[config.mk]
export PLATFORM = sky130hd
export DESIGN_NAME = text_msg_writer
export DESIGN_NICKNAME = d
export VERILOG_FILES = /design/src/rtl/text_msg_writer.sv
export SDC_FILE = /design/constraint.sdc
export NUM_CORES = 1
export LEC_CHECK = 0
export ABC_AREA = 1
export BUFFER_PORTS_ARGS = -buffer_cell sky130_fd_sc_hd__buf_2
export CORE_UTILIZATION = 64
export DETAILED_ROUTE_END_ITERATION = 10
export GPL_TIMING_DRIVEN = 1
export PLACE_DENSITY = 0.89
export SYNTH_ARGS = -nofsm -noshare
export SYNTH_HDL_FRONTEND = slang
export SYNTH_SLANG_ARGS = --single-unit
[constraint.sdc]
create_clock -name clk -period 5.55 [get_ports clk]
set_input_delay 1.11 -clock clk [delete_from_list [all_inputs] [get_ports clk]]
set_output_delay 1.11 -clock clk [all_outputs]
set_load 0.01 [all_outputs]
[src/rtl/text_msg_writer.sv]
// Writes one of four fixed text messages into a tile-based text RAM, one
// character per clock, then pulses done. Clear-screen fills every cell with 00.
module text_msg_writer #(
  parameter int COLS = 80,
  parameter int ROWS = 30
) (
  input  logic        clk,
  input  logic        reset_n,
  input  logic        start,
  input  logic [1:0]  msg_sel,
  input  logic [3:0]  dig1,
  input  logic [3:0]  dig0,
  input  logic [1:0]  ball,
  output logic        we,
  output logic [11:0] wr_addr,
  output logic [6:0]  wr_data,
  output logic        busy,
  output logic        done
);

  localparam logic [6:0] LAST_COL = 7'(COLS - 1);
  localparam logic [4:0] LAST_ROW = 5'(ROWS - 1);

  typedef enum logic [1:0] {IDLE, WRITE, DONE} state_t;

  state_t     state;
  logic [1:0] lat_sel;
  logic [3:0] lat_dig1;
  logic [3:0] lat_dig0;
  logic [1:0] lat_ball;
  logic [4:0] cur_row;
  logic [6:0] cur_col;
  logic [4:0] next_row;
  logic [6:0] next_col;
  logic       is_last;

  // Each message occupies a rectangular window of the screen.
  function automatic logic [4:0] first_row(input logic [1:0] sel);
    case (sel)
      2'd1:    return 5'd12;
      2'd2:    return 5'd14;
      default: return 5'd0;
    endcase
  endfunction

  function automatic logic [6:0] first_col(input logic [1:0] sel);
    case (sel)
      2'd1:    return 7'd32;
      2'd2:    return 7'd35;
      default: return 7'd0;
    endcase
  endfunction

  function automatic logic [4:0] last_row(input logic [1:0] sel);
    case (sel)
      2'd0:    return 5'd0;
      2'd1:    return 5'd15;
      2'd2:    return 5'd14;
      default: return LAST_ROW;
    endcase
  endfunction

  function automatic logic [6:0] last_col(input logic [1:0] sel);
    case (sel)
      2'd0:    return 7'd15;
      2'd1:    return 7'd47;
      2'd2:    return 7'd43;
      default: return LAST_COL;
    endcase
  endfunction

  // Each message row is packed as 16 bytes, leftmost character in the top byte.
  function automatic logic [6:0] char_for(input logic [1:0] sel, input logic [3:0] d1,
                                          input logic [3:0] d0, input logic [1:0] b,
                                          input logic [4:0] r, input logic [6:0] c);
    logic [127:0] line;
    logic [3:0]   off;
    int           idx;
    off  = 4'(c - first_col(sel));
    line = '0;
    case (sel)
      2'd0: line = {"Score:", 4'h3, d1, 4'h3, d0, 16'h0, "Ball:", 6'b001100, b};
      2'd1: begin
        case (2'(r - 5'd12))
          2'd0:    line = {"RULE:", 88'h0};
          2'd1:    line = {"Use two buttons", 8'h0};
          2'd2:    line = {"to move paddle", 16'h0};
          default: line = {"up and down.", 32'h0};
        endcase
      end
      2'd2: line = {"Game", 8'h0, "Over", 56'h0};
      default: line = '0;
    endcase
    idx = 126 - 8 * int'(off);
    return line[idx -: 7];
  endfunction

  always_comb begin
    is_last  = (cur_row == last_row(lat_sel)) && (cur_col == last_col(lat_sel));
    next_row = cur_row;
    next_col = cur_col + 7'd1;
    if (cur_col == last_col(lat_sel)) begin
      next_col = first_col(lat_sel);
      next_row = cur_row + 5'd1;
    end
  end

  // Outputs are registered: the address/data set up on one edge are the
  // write presented during the following cycle.
  always_ff @(posedge clk) begin
    if (!reset_n) begin
      state    <= IDLE;
      we       <= 1'b0;
      busy     <= 1'b0;
      done     <= 1'b0;
      wr_data  <= '0;
      cur_row  <= '0;
      cur_col  <= '0;
      lat_sel  <= '0;
      lat_dig1 <= '0;
      lat_dig0 <= '0;
      lat_ball <= '0;
    end else begin
      case (state)
        IDLE: begin
          done <= 1'b0;
          if (start) begin
            state    <= WRITE;
            lat_sel  <= msg_sel;
            lat_dig1 <= dig1;
            lat_dig0 <= dig0;
            lat_ball <= ball;
            cur_row  <= first_row(msg_sel);
            cur_col  <= first_col(msg_sel);
            wr_data  <= char_for(msg_sel, dig1, dig0, ball,
                                 first_row(msg_sel), first_col(msg_sel));
            we       <= 1'b1;
            busy     <= 1'b1;
          end
        end
        WRITE: begin
          if (is_last) begin
            state <= DONE;
            we    <= 1'b0;
            busy  <= 1'b0;
            done  <= 1'b1;
          end else begin
            cur_row <= next_row;
            cur_col <= next_col;
            wr_data <= char_for(lat_sel, lat_dig1, lat_dig0, lat_ball, next_row, next_col);
          end
        end
        DONE: begin
          state <= IDLE;
          done  <= 1'b0;
        end
        default: state <= IDLE;
      endcase
    end
  end

  assign wr_addr = {cur_row, cur_col};

endmodule

==> reports/qor.txt <==
Synth unique cells = 34
DR WL/cell = 16.0 microns
CTS tree = built
Flip-flop and latch area = 701 sq um
Die height = 72.2 microns
Max VDD drop = 0.000189 V
Vias in the first global route = 3216
Core Region = 4720 sq um
CP max-delay cell = fa_1
Pwr/cell area = 273 nW/um^2
Die width = 72.2 microns
Largest family of logic cells by synthesized area = simple AND/OR/NAND/NOR gates
Number of setup buffers added after CTS = 0
Post-synth ARST share = 0%
Clock Tree Root = clkbuf_8
Starting Density = 66.8%
Hold Vio Cnt, Final = 0
TritonRoute pass-1 iters = 6
Diodes inserted = 0
Leak Pwr = 1.66 nW
Clock tree buffer depth = 2
CTS sink count = 35
Worst Tran Pin Value = 0.877 ns
Crit path max-delay family = adder cells
Syn avg cell area = 6.11 sq um
Setup violations, final = 0
Unrepaired setup endpoints after global routing = false
Placer congestion estimate = 1.00
Max-cap viol count = 0
DR iter-0 viols = 583
Post-route DRC = 0
Max FO, Critical Path = 22
Commonest non-fill, non-tap cell in the layout = nand2_1
Area of the multi-input gates = 2120 sq um
Yosys warnings = 0
Ys flop type = dfxtp_1
Post-cts hold buffer count = 0
Worst-path clk slew = 0.08 ns
CP startpoint kind = flip-flop
Global-route wire length before repair = 15800 microns
Die area = 5210 sq um
NumNets Final = 574
Max_slew headroom = 41.3%
Initial antenna violation count = 0
Crit path capture type = flip-flop
Post-synthesis mux area share = 0%
Sequential share of the synthesized area = 22.2%
Num CTS Buffers = 5
Post-CTS Resized = 0
Post-Syn Area = 3150 sq um
Largest net degree at the start of global routing = 23
Final period util = 83.5%
HPWL after DPL = 7210 microns
#FFs+latches synth = 35
Synth Area in XOR/XNOR = 1.98%
Crit path DAT = 4.82 ns
CP dominant cell by count = nand2_1
# IOs = 37
Routed vias/inst = 5.96
Post-layout min period = 4.63 ns
Setup TNS = 0 ns
Worst Skew = 0.0110 ns
Worst path bufs/invs = 5
Required time of the critical path = 5.73 ns
Syn Nets = 552
Post-Route WL = 9710 microns
FMAX = 0.216 GHz
Post-Synth Adder-Cell Area = 8.57%
Fillers = 389
Hold Path Class = reg -> reg
Status = finished clean
Simple-Gate Fraction of Synth Area = 38.7%
Post-Syn Instances = 516
Synthesis-to-finish area growth = 7.94%
Max-slew violation count = 0
Cell Rows = 25
Share of cells above drive strength 1 = 15.4%
CP cell instances = inv_1, ha_1, inv_1, nand2_1, nand2_1, nor2_2, nand2_2, inv_2, nand2_1, nand2_1, ha_1, fa_1, inv_1, nor2_1, inv_1, o21ai_0, nand2_1, nand2_1, nor2_1, o21ai_1, nand2_1, nand2_1, a21oi_1
GR Overflow Total = 0
All-Layer GR Usage = 39.5%
EDFF count, synth = 0
CP max stage delay = 0.87 ns
Post-DRT Antenna Nets = 0
Count of port buffers added during placement = 36
Flop2flop setup slack = 0.92 ns
Clock latency on the worst-skew pair = 0.31 ns
Critical path class = reg -> reg
Total power = 0.000928 W
Vias = 3612
CTS H-tree depth = 2
Complex-gate fraction of the synthesized area = 17.9%
Most frequent cells in the layout = 156 x nand2_1, 59 x nor2_1, 49 x o21ai_0
[cell usage after synthesis, types with 2 or more instances]
library cell / n / area, sq um
nand2_1: 156 / 586
nor2_1: 59 / 221
o21ai_0: 49 / 245
inv_1: 42 / 158
dfxtp_1: 35 / 701
a21oi_1: 30 / 150
nand3_1: 29 / 145
ha_1: 20 / 250
clkbuf_1: 11 / 41.3
nand2_2: 10 / 62.6
a31oi_1: 7 / 43.8
a21oi_2: 6 / 52.6
o211ai_1: 6 / 45.0
nand3_2: 5 / 50.1
nand4_1: 5 / 31.3
buf_2: 4 / 20.0
inv_2: 4 / 15.0
nand2_4: 4 / 45.0
nor3_1: 4 / 20.0
o21ai_1: 4 / 20.0
buf_4: 3 / 22.5
buf_6: 3 / 33.8
clkinv_1: 3 / 11.3
nor2_2: 3 / 18.8
inv_4: 2 / 12.5
or2_2: 2 / 12.5
xnor2_1: 2 / 17.5
xor2_1: 2 / 17.5
[cells by family after synthesis]
family | after synthesis
buffers and inverters | 73
and+or+nand+nor | 279
AOI/OAI and AO/OA | 103
xor gates and xnor gates | 5
DFF | 35
adders and majority gates | 21
[registers in the layout (all words and copies together) (netlist names), 2 cells and up]
signal	flops
cur_col	7
cur_row	5
lat_ball	2
lat_dig0	4
lat_dig1	4
lat_sel	2
state	2
wr_data	7
[per-layer routing]
layer,vias to the layer above,global-route usage (%),part of all wire (%)
met5,-,0,0
met4,0,17.9,4.1
met3,46,7.78,12
met2,260,61.0,44
met1,1597,53.4,40
li1,1709,-,-
[worst reg2reg max path: stages, from the launching register on]
cell	delay, ns
dfxtp_1	0.48
inv_1	0.19
ha_1	0.35
inv_1	0.09
nand2_1	0.06
nand2_1	0.11
nor2_2	0.05
nand2_2	0.24
inv_2	0.12
nand2_1	0.11
nand2_1	0.07
ha_1	0.20
fa_1	0.87
inv_1	0.49
nor2_1	0.29
inv_1	0.08
o21ai_0	0.15
nand2_1	0.12
nand2_1	0.08
nor2_1	0.05
o21ai_1	0.14
nand2_1	0.06
nand2_1	0.05
a21oi_1	0.07
[power breakdown]
part	total [W]	leakage, nW	internal [W]	switching, W
clock	0.000245	0.0587	0.000136	0.000109
sequential	0.000289	0.288	0.000270	0.0000190
combinational	0.000394	1.32	0.000124	0.000270
total	0.000928	1.66	0.000530	0.000398
[path summary, 6_finish.rpt]
path              start    endpoint  cells past startpoint
min reg2reg        done        done                      2
max reg2reg  lat_sel[1]  wr_data[6]                     23
min                done        done                      2
max          lat_sel[1]  wr_data[6]                     23
[per-stage QoR]
step	cell area, sq um	util [%]	instances	setup slack (ns)	hold WS [ns]
finish	3400	72.1	606	0.916	0.459
global route	3400	72.1	606	0.588	0.496
CTS	3400	72.1	606	1.07	0.462
detailed placement	3290	69.6	598	1.15	0.449
global placement	3290	69.6	598	1.35	0.446
floorplan	3150	-	516	2.23	0.455
[final cells by class]
cell class	instances	area share [%]
repair buffers	37	5.51
flip-flops and latches	35	20.6
clock inverters	3	1.40
well taps	67	2.46
clock buffers	5	2.02
inverters	51	5.77
multi-input cells	408	62.2
Note: power is estimated with default switching activity, not from simulation.
